### config.mk
export PLATFORM = sky130hd
export DESIGN_NAME = edu_round_ctrl
export DESIGN_NICKNAME = d
export VERILOG_FILES = /design/src/rtl/edu_round_ctrl_pkg.sv /design/src/rtl/edu_round_cnt.sv /design/src/rtl/edu_round_ctrl.sv
export SDC_FILE = /design/constraint.sdc
export NUM_CORES = 1
export LEC_CHECK = 0
export BUFFER_PORTS_ARGS = -buffer_cell sky130_fd_sc_hd__buf_2
export CORE_MARGIN = 2
export CORE_UTILIZATION = 55
export CTS_CLUSTER_SIZE = 12
export DETAILED_ROUTE_END_ITERATION = 10
export PLACE_DENSITY_LB_ADDON = 0.08
export REMOVE_ABC_BUFFERS = 1
export SYNTH_ARGS = -nofsm -noshare
export SYNTH_HDL_FRONTEND = slang
export SYNTH_HIERARCHICAL = 1
export SYNTH_SLANG_ARGS = --single-unit
### constraint.sdc
create_clock -name clk -period 2.6 [get_ports clk]
set_input_delay 0.39 -clock clk [delete_from_list [all_inputs] [get_ports clk]]
set_output_delay 0.39 -clock clk [all_outputs]
set_load 0.01 [all_outputs]
### src/rtl/edu_round_ctrl_pkg.sv
// -----------------------------------------------------------------------------
// edu_round_ctrl_pkg
// Shared types and helpers for the EDU round sequencer.
//   - eductrl_state_e : FSM state encoding (3-bit, EDUCTRL_* names)
//   - eductrl_out_t   : bundle of the Moore phase strobes
//   - eductrl_decode  : state -> strobe decode, used to register the outputs
//   - eductrl_cnt_w   : width of the shared GEN/timeout cycle counter
// -----------------------------------------------------------------------------
package edu_round_ctrl_pkg;

  typedef enum logic [2:0] {
    EDUCTRL_IDLE  = 3'd0,
    EDUCTRL_LOAD  = 3'd1,
    EDUCTRL_CHECK = 3'd2,
    EDUCTRL_FIRE  = 3'd3,
    EDUCTRL_PROP  = 3'd4,
    EDUCTRL_GEN   = 3'd5,
    EDUCTRL_DONE  = 3'd6
  } eductrl_state_e;

  typedef struct packed {
    logic syn_ready;
    logic spike_fire;
    logic syndrome_taken;
    logic busy;
    logic done;
  } eductrl_out_t;

  // Strobes are a pure function of the state the FSM is entering, so they
  // can be registered alongside the state and come out glitch-free.
  function automatic eductrl_out_t eductrl_decode(input eductrl_state_e s);
    eductrl_out_t o;
    o                = '0;
    o.syn_ready      = (s == EDUCTRL_LOAD);
    o.spike_fire     = (s == EDUCTRL_FIRE);
    o.syndrome_taken = (s == EDUCTRL_GEN);
    o.busy           = (s != EDUCTRL_IDLE);
    o.done           = (s == EDUCTRL_DONE);
    return o;
  endfunction

  // The counter holds at most max(a,b)-1; keep at least one bit.
  function automatic int eductrl_cnt_w(input int a, input int b);
    int m;
    int w;
    m = (a > b) ? a : b;
    w = $clog2(m);
    return (w < 1) ? 1 : w;
  endfunction

endpackage

### src/rtl/edu_round_cnt.sv
// -----------------------------------------------------------------------------
// edu_round_cnt
// Loadable down-counter with terminal-count flag. Used by the round sequencer
// both for the syndrome-generation hold time and for the spike timeout.
//   clk       : system clock
//   rst_n     : asynchronous active-low reset
//   i_clr     : synchronous clear to zero
//   i_load    : load i_ld_val (wins over clear and enable)
//   i_ld_val  : value to load, i.e. cycles-to-run minus one
//   i_en      : decrement, stops at zero
//   o_tc      : count is zero (last cycle of the loaded interval)
// -----------------------------------------------------------------------------
module edu_round_cnt #(
  parameter int W = 4
) (
  input  logic         clk,
  input  logic         rst_n,
  input  logic         i_clr,
  input  logic         i_load,
  input  logic [W-1:0] i_ld_val,
  input  logic         i_en,
  output logic         o_tc
);

  logic [W-1:0] r_cnt;

  always_ff @(posedge clk or negedge rst_n) begin
    if (!rst_n) begin
      r_cnt <= '0;
    end else if (i_load) begin
      r_cnt <= i_ld_val;
    end else if (i_clr) begin
      r_cnt <= '0;
    end else if (i_en && (r_cnt != '0)) begin
      r_cnt <= r_cnt - 1'b1;
    end
  end

  assign o_tc = (r_cnt == '0);

endmodule

### src/rtl/edu_round_ctrl.sv
// -----------------------------------------------------------------------------
// edu_round_ctrl
// Per-round sequencer for the EDU cell array: accepts a syndrome frame, fires
// spikes into the mesh, waits for a spike to be taken, then strobes
// syndrome_taken for GEN_CYC cycles, repeating until the mesh reports all
// syndromes cleared. Sole driver of the mesh phase strobes.
//
// Optional feature macro: EDU_TIMEOUT_EN -- bounds the PROP wait to
// MAX_SPIKE_CYC cycles and raises the sticky err_timeout flag on expiry.
// Without it err_timeout is tied low and no timeout logic exists.
//
// Ports:
//   clk, rst_n       : clock, asynchronous active-low reset
//   start            : begin a round (IDLE only)
//   flush            : synchronous abort to IDLE, highest priority
//   syn_valid/ready  : frame handshake with the front end (ready in LOAD)
//   all_clear        : mesh has no non-trivial syndrome left
//   spike_taken      : mesh reports a spike was taken (PROP only)
//   spike_fire       : one-cycle spike launch
//   syndrome_taken   : mesh-wide syndrome generation enable
//   busy, done       : activity / one-cycle round complete
//   match_cnt        : matches this round, saturating
//   err_timeout      : sticky PROP timeout flag
//
// state | meaning
// IDLE  | waiting for start
// LOAD  | syn_ready high, waiting for the frame
// CHECK | look at all_clear: finish or fire another spike
// FIRE  | spike_fire pulse
// PROP  | waiting for spike_taken (optionally bounded)
// GEN   | syndrome_taken held GEN_CYC cycles
// DONE  | done pulse
// -----------------------------------------------------------------------------
module edu_round_ctrl
  import edu_round_ctrl_pkg::*;
#(
  parameter int MAX_SPIKE_CYC = 64,
  parameter int GEN_CYC       = 2,
  parameter int ROUND_W       = 8
) (
  input  logic               clk,
  input  logic               rst_n,
  input  logic               start,
  input  logic               flush,
  input  logic               syn_valid,
  output logic               syn_ready,
  input  logic               all_clear,
  input  logic               spike_taken,
  output logic               spike_fire,
  output logic               syndrome_taken,
  output logic               busy,
  output logic               done,
  output logic [ROUND_W-1:0] match_cnt,
  output logic               err_timeout
);

  localparam int CNT_W = eductrl_cnt_w(MAX_SPIKE_CYC, GEN_CYC);
  localparam logic [CNT_W-1:0] GEN_LD = CNT_W'(GEN_CYC - 1);

  eductrl_state_e     r_state;
  eductrl_state_e     w_state_nxt;
  eductrl_out_t       r_out;
  logic [ROUND_W-1:0] r_match;
  logic [ROUND_W-1:0] w_match_nxt;

  logic               w_gen_load;
  logic               w_cnt_load;
  logic [CNT_W-1:0]   w_cnt_val;
  logic               w_cnt_en;
  logic               w_cnt_tc;

  // The counter is loaded with (cycles - 1) on the way into GEN or PROP so
  // its terminal count marks the last cycle of the interval.
  assign w_gen_load = (r_state == EDUCTRL_PROP) && spike_taken;

`ifdef EDU_TIMEOUT_EN
  localparam logic [CNT_W-1:0] MAX_LD = CNT_W'(MAX_SPIKE_CYC - 1);

  logic r_err;
  logic w_err_nxt;

  assign w_cnt_load = w_gen_load || (r_state == EDUCTRL_FIRE);
  assign w_cnt_val  = w_gen_load ? GEN_LD : MAX_LD;
  assign w_cnt_en   = (r_state == EDUCTRL_GEN) || (r_state == EDUCTRL_PROP);
`else
  assign w_cnt_load = w_gen_load;
  assign w_cnt_val  = GEN_LD;
  assign w_cnt_en   = (r_state == EDUCTRL_GEN);
`endif

  edu_round_cnt #(
    .W (CNT_W)
  ) u_cnt (
    .clk      (clk),
    .rst_n    (rst_n),
    .i_clr    (flush),
    .i_load   (w_cnt_load),
    .i_ld_val (w_cnt_val),
    .i_en     (w_cnt_en),
    .o_tc     (w_cnt_tc)
  );

  always_comb begin
    w_state_nxt = r_state;
    w_match_nxt = r_match;
`ifdef EDU_TIMEOUT_EN
    w_err_nxt   = r_err;
`endif
    if (flush) begin
      // Abort keeps match count and error flag for post-mortem.
      w_state_nxt = EDUCTRL_IDLE;
    end else begin
      case (r_state)
        EDUCTRL_IDLE: begin
          if (start) begin
            w_state_nxt = EDUCTRL_LOAD;
            w_match_nxt = '0;
`ifdef EDU_TIMEOUT_EN
            w_err_nxt   = 1'b0;
`endif
          end
        end
        EDUCTRL_LOAD: begin
          if (syn_valid) w_state_nxt = EDUCTRL_CHECK;
        end
        EDUCTRL_CHECK: begin
          w_state_nxt = all_clear ? EDUCTRL_DONE : EDUCTRL_FIRE;
        end
        EDUCTRL_FIRE: begin
          w_state_nxt = EDUCTRL_PROP;
        end
        EDUCTRL_PROP: begin
          // A spike taken on the expiry cycle still counts as a match.
          if (spike_taken) begin
            w_state_nxt = EDUCTRL_GEN;
            if (r_match != '1) w_match_nxt = r_match + 1'b1;
          end
`ifdef EDU_TIMEOUT_EN
          else if (w_cnt_tc) begin
            w_state_nxt = EDUCTRL_DONE;
            w_err_nxt   = 1'b1;
          end
`endif
        end
        EDUCTRL_GEN: begin
          if (w_cnt_tc) w_state_nxt = EDUCTRL_CHECK;
        end
        EDUCTRL_DONE: begin
          w_state_nxt = EDUCTRL_IDLE;
        end
        default: begin
          w_state_nxt = EDUCTRL_IDLE;
        end
      endcase
    end
  end

  always_ff @(posedge clk or negedge rst_n) begin
    if (!rst_n) begin
      r_state <= EDUCTRL_IDLE;
      r_out   <= '0;
      r_match <= '0;
`ifdef EDU_TIMEOUT_EN
      r_err   <= 1'b0;
`endif
    end else begin
      r_state <= w_state_nxt;
      r_out   <= eductrl_decode(w_state_nxt);
      r_match <= w_match_nxt;
`ifdef EDU_TIMEOUT_EN
      r_err   <= w_err_nxt;
`endif
    end
  end

  assign syn_ready      = r_out.syn_ready;
  assign spike_fire     = r_out.spike_fire;
  assign syndrome_taken = r_out.syndrome_taken;
  assign busy           = r_out.busy;
  assign done           = r_out.done;
  assign match_cnt      = r_match;

`ifdef EDU_TIMEOUT_EN
  assign err_timeout = r_err;
`else
  assign err_timeout = 1'b0;
`endif

endmodule
=== After elaboration in Yosys (flattened, before gate mapping) ===
Index checks and enable logic that the tools add are counted.

* Bitwise gates (word level): 1
* Eq/ne operators: 13
* Mux-type cells: 14
* Reduce and logical (&&, ||, !) cells: 9
* Add/sub/neg operators: 2

{| class="wikitable"
|+ Operators by type and width
! cell !! count
|-
| 8-bit 2-to-1 mux || 3
|-
| 3-bit 2-to-1 mux || 6
|-
| 6-bit 2-to-1 mux || 3
|-
| 3-bit case mux with 6 select lines || 1
|-
| 8-bit case mux with 2 select lines || 1
|-
| 3-bit equality test, second input constant || 4
|-
| 3-bit by 2-bit equality test with 1-bit output, second input constant || 3
|-
| 8-bit by 1-bit adder with 8-bit output, second input constant || 1
|-
| 8-bit != test, second input constant || 1
|-
| 3-bit by 1-bit equality test with 1-bit output, second input constant || 2
|-
| 6-bit logical NOT || 1
|-
| 3-bit nonzero test || 2
|-
| 6-bit nonzero test || 1
|-
| 6-bit by 1-bit subtractor with 6-bit output, second input constant || 1
|-
| 5-bit AND reduction || 1
|-
| 2-bit != test, second input constant || 2
|-
| 3-bit logical NOT || 1
|-
| 1-bit logical AND || 2
|-
| 2-bit by 1-bit != test with 1-bit output, second input constant || 1
|-
| 2-bit nonzero test || 1
|-
| 1-bit inverter || 1
|}

* Bits of input ports: 7
* Bits in registers: 22

=== Logic depth before layout (Yosys ltp) ===
* Depth after elaboration: 5
* Depth in mapped cells: 8
* Depth with buffers taken out: 8

=== By module ===
Netlist, hierarchy kept.

{| class="wikitable"
|+ By module, submodules not included
! module !! cells each !! times used !! sequential area each (um2) !! area an instance (um2)
|-
| edu_round_ctrl || 91 || 1 || 400.4 || 894.6
|-
| edu_round_cnt || 44 || 1 || 150.1 || 379.1
|}

=== Least setup slack after synthesis ===
Ideal clock, no wire load.

* Path type: reg-to-reg
* Start point: reg r_state[1]
* End point: reg u_cnt.r_cnt[3]
* Library setup time: 0.130 ns
* Slack: 0.709 ns
* Required time: 2.470 ns
* Data arrival time: 1.761 ns
* Stages on the path, launching flop included: 8
* Cells stage by stage: dfrtp_1 > clkbuf_1 > or2b_1 > nor2_1 > inv_1 > or4_1 > a32oi_1 > o41ai_1

* Longest elaborated chain between the ends: 3

{| class="wikitable"
|+ Ends and longest elaborated chain
! item !! RTL line !! source
|-
| start, declared || edu_round_ctrl.sv:60 || <nowiki>eductrl_state_e r_state;</nowiki>
|-
| start signal, assigned || edu_round_ctrl.sv:167 || <nowiki>r_state <= w_state_nxt;</nowiki>
|-
| 3-bit equality test || edu_round_ctrl.sv:88 || <nowiki>assign w_cnt_en = (r_state == EDUCTRL_GEN);</nowiki>
|-
| net w_cnt_en || edu_round_ctrl.sv:69 || <nowiki>logic w_cnt_en;</nowiki>
|-
| 1-bit logical AND || edu_round_cnt.sv:34 || <nowiki>end else if (i_en && (r_cnt != '0)) begin</nowiki>
|-
| 3-bit nonzero test (no source line) || - ||
|-
| end signal, assigned || edu_round_cnt.sv:31 || <nowiki>r_cnt <= i_ld_val;</nowiki>
|-
| end signal, assigned || edu_round_cnt.sv:35 || <nowiki>r_cnt <= r_cnt - 1'b1;</nowiki>
|-
| end, declared || edu_round_cnt.sv:25 || <nowiki>logic [W-1:0] r_cnt;</nowiki>
|}

The timed path passes the listed nets, and every way through them passes these cells.
A chain may end at the register's enable or synchronous reset.

=== Worst setup path after layout ===
* Start point: reg u_cnt.r_cnt[0]
* End point: reg r_out (netlist bit busy)

* Longest elaborated chain between the ends: 5

{| class="wikitable"
|+ Ends and longest elaborated chain
! item !! RTL line !! source
|-
| 6-bit logical NOT || edu_round_cnt.sv:39 || <nowiki>assign o_tc = (r_cnt == '0);</nowiki>
|-
| net w_cnt_tc || edu_round_ctrl.sv:70 || <nowiki>logic w_cnt_tc;</nowiki>
|-
| 3-bit 2-to-1 mux || edu_round_ctrl.sv:146 || <nowiki>if (w_cnt_tc) w_state_nxt = EDUCTRL_CHECK;</nowiki>
|-
| 3-bit case mux with 6 select lines || edu_round_ctrl.sv:113 || <nowiki>case (r_state)</nowiki>
|-
| 3-bit 2-to-1 mux || edu_round_ctrl.sv:109 || <nowiki>if (flush) begin</nowiki>
|-
| net w_state_nxt[1] || edu_round_ctrl.sv:61 || <nowiki>eductrl_state_e w_state_nxt;</nowiki>
|-
| 3-bit nonzero test || edu_round_ctrl_pkg.sv:37 || <nowiki>o.busy = (s != EDUCTRL_IDLE);</nowiki>
|-
| end signal, assigned || edu_round_ctrl.sv:168 || <nowiki>r_out <= eductrl_decode(w_state_nxt);</nowiki>
|-
| end, declared || edu_round_ctrl.sv:62 || <nowiki>eductrl_out_t r_out;</nowiki>
|}

The timed path passes the listed nets, and every way through them passes these cells.

==> results.cfg <==
[sta]
relSlewSlack = 0.676
clock.fmax_ghz = 0.464
hold_viol = 0
finalWorstSetupSlack_ns = 0.444
fin_skew_ns = 0.000890
fin_worst_hold_slack_ns = 0.0118
finalSetupViolCount = 0
tns_ns = 0
finalCritPeriodShare = 0.829
finalMaxSlewViolations = 0
period_needed_ns = 2.16
worstMarginPinSlew_ns = 0.472
rsz0062_at_grt = no

[clocking]
h-tree-depth = 1
worstSkewPairLatency_ns = 0.31
path_clk_slew_ns = 0.12
cts_made_buffers = 3
clockRootBuffer = clkbuf_4
cts-resized-gates = 0
cts.path.max_buffers = 2
postCtsHoldBufs = 0
postCtsSetupBuffers = 0
cts_tree = yes
cts_sinks = 22

[power_and_ir_drop]
power.density_nw_per_um2 = 478
power_leakage_nw = 0.687
ir_drop_uv = 443
finalPower_mw = 0.688

[finish]
n_antenna_cell = 0
postLayoutCellArea_um2 = 1440
final_cell_mix = dfrtp_1, buf_2, nand2_1
synthToLayoutAreaGrowth_pct = 13.0
final_nets = 171
fin_cells = 188
final.fill_count = 190
finish.utilization = 0.657
final_common_cell = dfrtp_1
drive_gt1_frac = 0.194

[hold_path]
min_path_type = input pin to async pin

[placed_design]
portBuffers = 19
placed_area_um2 = 1400
dp_hpwl_um = 2020
place_ws_ns = 0.464
gp_congestion = 0.877
place_inst = 184

[critical_path]
crit_required_ns = 2.81
cp_max_fo = 6
path_class = flip-flop to flip-flop
worstRegToRegCells = 8
cp.arrival_ns = 2.36
critPathCaptureType = flip-flop
crit_path_start_kind = flip-flop

[routing]
drt_iter0_markers = 17
routed_wl_um = 2660
postRouteAntennaNets = 0
vias = 1101
drc = 0
drt_pass1_iterations = 4
wire_per_inst_um = 14.2
vias_per_cell = 5.86

[floorplanning]
dieArea_um2 = 2720
start_util = 0.581
io_pins = 21
fp-row-count = 17
coreArea_um2 = 2190
die_h_um = 52.1
die_w_um = 52.1

[global_route]
antenna_found_initial = 0
groute.usage.overall = 0.231
overflow = 0
grt_pass1_wl_um = 4650
grt_max_degree = 23
grt_pass1_vias = 1087

[yosys]
yosys_most_used_dff = dfrtp_1
synth_cells = 135
syn_area_um2 = 1270
ys_ff_latch = 22
yosysUniqueCellTypes = 47
avgSynthCellArea_um2 = 9.43
ys_warn_count = 6
synth-seq-area-share = 0.432
async_flop_share = 1.00
synth_edf_count = 0

[job]
drv_cap = 0

[outcome]
status = finished, final reports clean
[path summary, 6_finish.rpt]
check | from | endpoint | slack (ns)
worst max-delay path | u_cnt/r_cnt[0]$_DFFE_PN0P_ | busy$_DFF_PN0_ | 0.44
worst min-delay path | rst_n | match_cnt[3]$_DFFE_PN0P_ | 0.01
worst max register to register | u_cnt/r_cnt[0]$_DFFE_PN0P_ | busy$_DFF_PN0_ | 0.44
worst min register to register | u_cnt/r_cnt[3]$_DFFE_PN0P_ | u_cnt/r_cnt[3]$_DFFE_PN0P_ | 0.54
max in group asynchronous | rst_n | match_cnt[0]$_DFFE_PN0P_ | 2.27
min in group clk | flush | spike_fire$_DFF_PN0_ | 0.33
[critical path: stages, from the launching register on]
cell	delay (ns)
dfrtp_1	0.39
inv_1	0.10
ha_1	0.22
nand2b_1	0.09
and2b_1	0.25
mux2i_1	0.23
a2bb2oi_1	0.31
nor2_1	0.11
or3_1	0.35
[sequential cells by signal (all words and copies together) (netlist names)]
name and cells:
r_state 3, busy 1, match_cnt 8, u_cnt/r_cnt 6, spike_fire 1, done 1
syndrome_taken 1, syn_ready 1
[power breakdown]
group	leakage (nW)	switching [mW]	internal, mW
logic	0.366	0.0716	0.0493
registers	0.300	0.0175	0.359
clock network	0.0210	0.105	0.0857
total	0.687	0.194	0.494
[metal layers]
layer / vias to the layer above / GRT usage / share of wire
met3: 5 / 0.0431 / 0.045
li1: 542 / - / -
met2: 35 / 0.363 / 0.48
met1: 519 / 0.307 / 0.46
met5: - / 0 / 0
met4: 0 / 0.110 / 0.018
[kinds of logic (layout without fill, tap and decap cells)]
group | after synthesis | count (layout) | share of synthesized area
other | 2 | 7 | 0.00590
flip-flops | 22 | 22 | 0.432
multiplexers | 6 | 6 | 0.0491
AND/OR/NAND/NOR | 63 | 63 | 0.284
buffers and inverters | 9 | 29 | 0.0363
adder cells (fa/ha/maj) | 3 | 3 | 0.0295
AO/OA/AOI/OAI | 30 | 30 | 0.163
[synthesized netlist by cell type, types with 3 or more instances]
master	n	area [um2]
nor3_1	6	30.0
nand2_1	15	56.3
o21ai_0	5	25.0
ha_1	3	37.5
nor2_1	10	37.5
a21oi_1	6	30.0
and3_1	3	18.8
mux2i_1	4	40.0
inv_1	5	18.8
nand3_1	6	30.0
dfrtp_1	22	551
a2bb2oi_1	3	26.3
[layout make-up]
| type | count | area, um2 | area share |
|---|---|---|---|
| clock buffer | 4 | 36.3 | 0.0252 |
| inverter | 5 | 18.8 | 0.0130 |
| timing repair buffer | 20 | 103 | 0.0713 |
| sequential | 22 | 551 | 0.383 |
| multi-input combinational | 109 | 696 | 0.483 |
| tap | 28 | 35.0 | 0.0243 |
No activity file was read; power rests on OpenSTA's default activity.
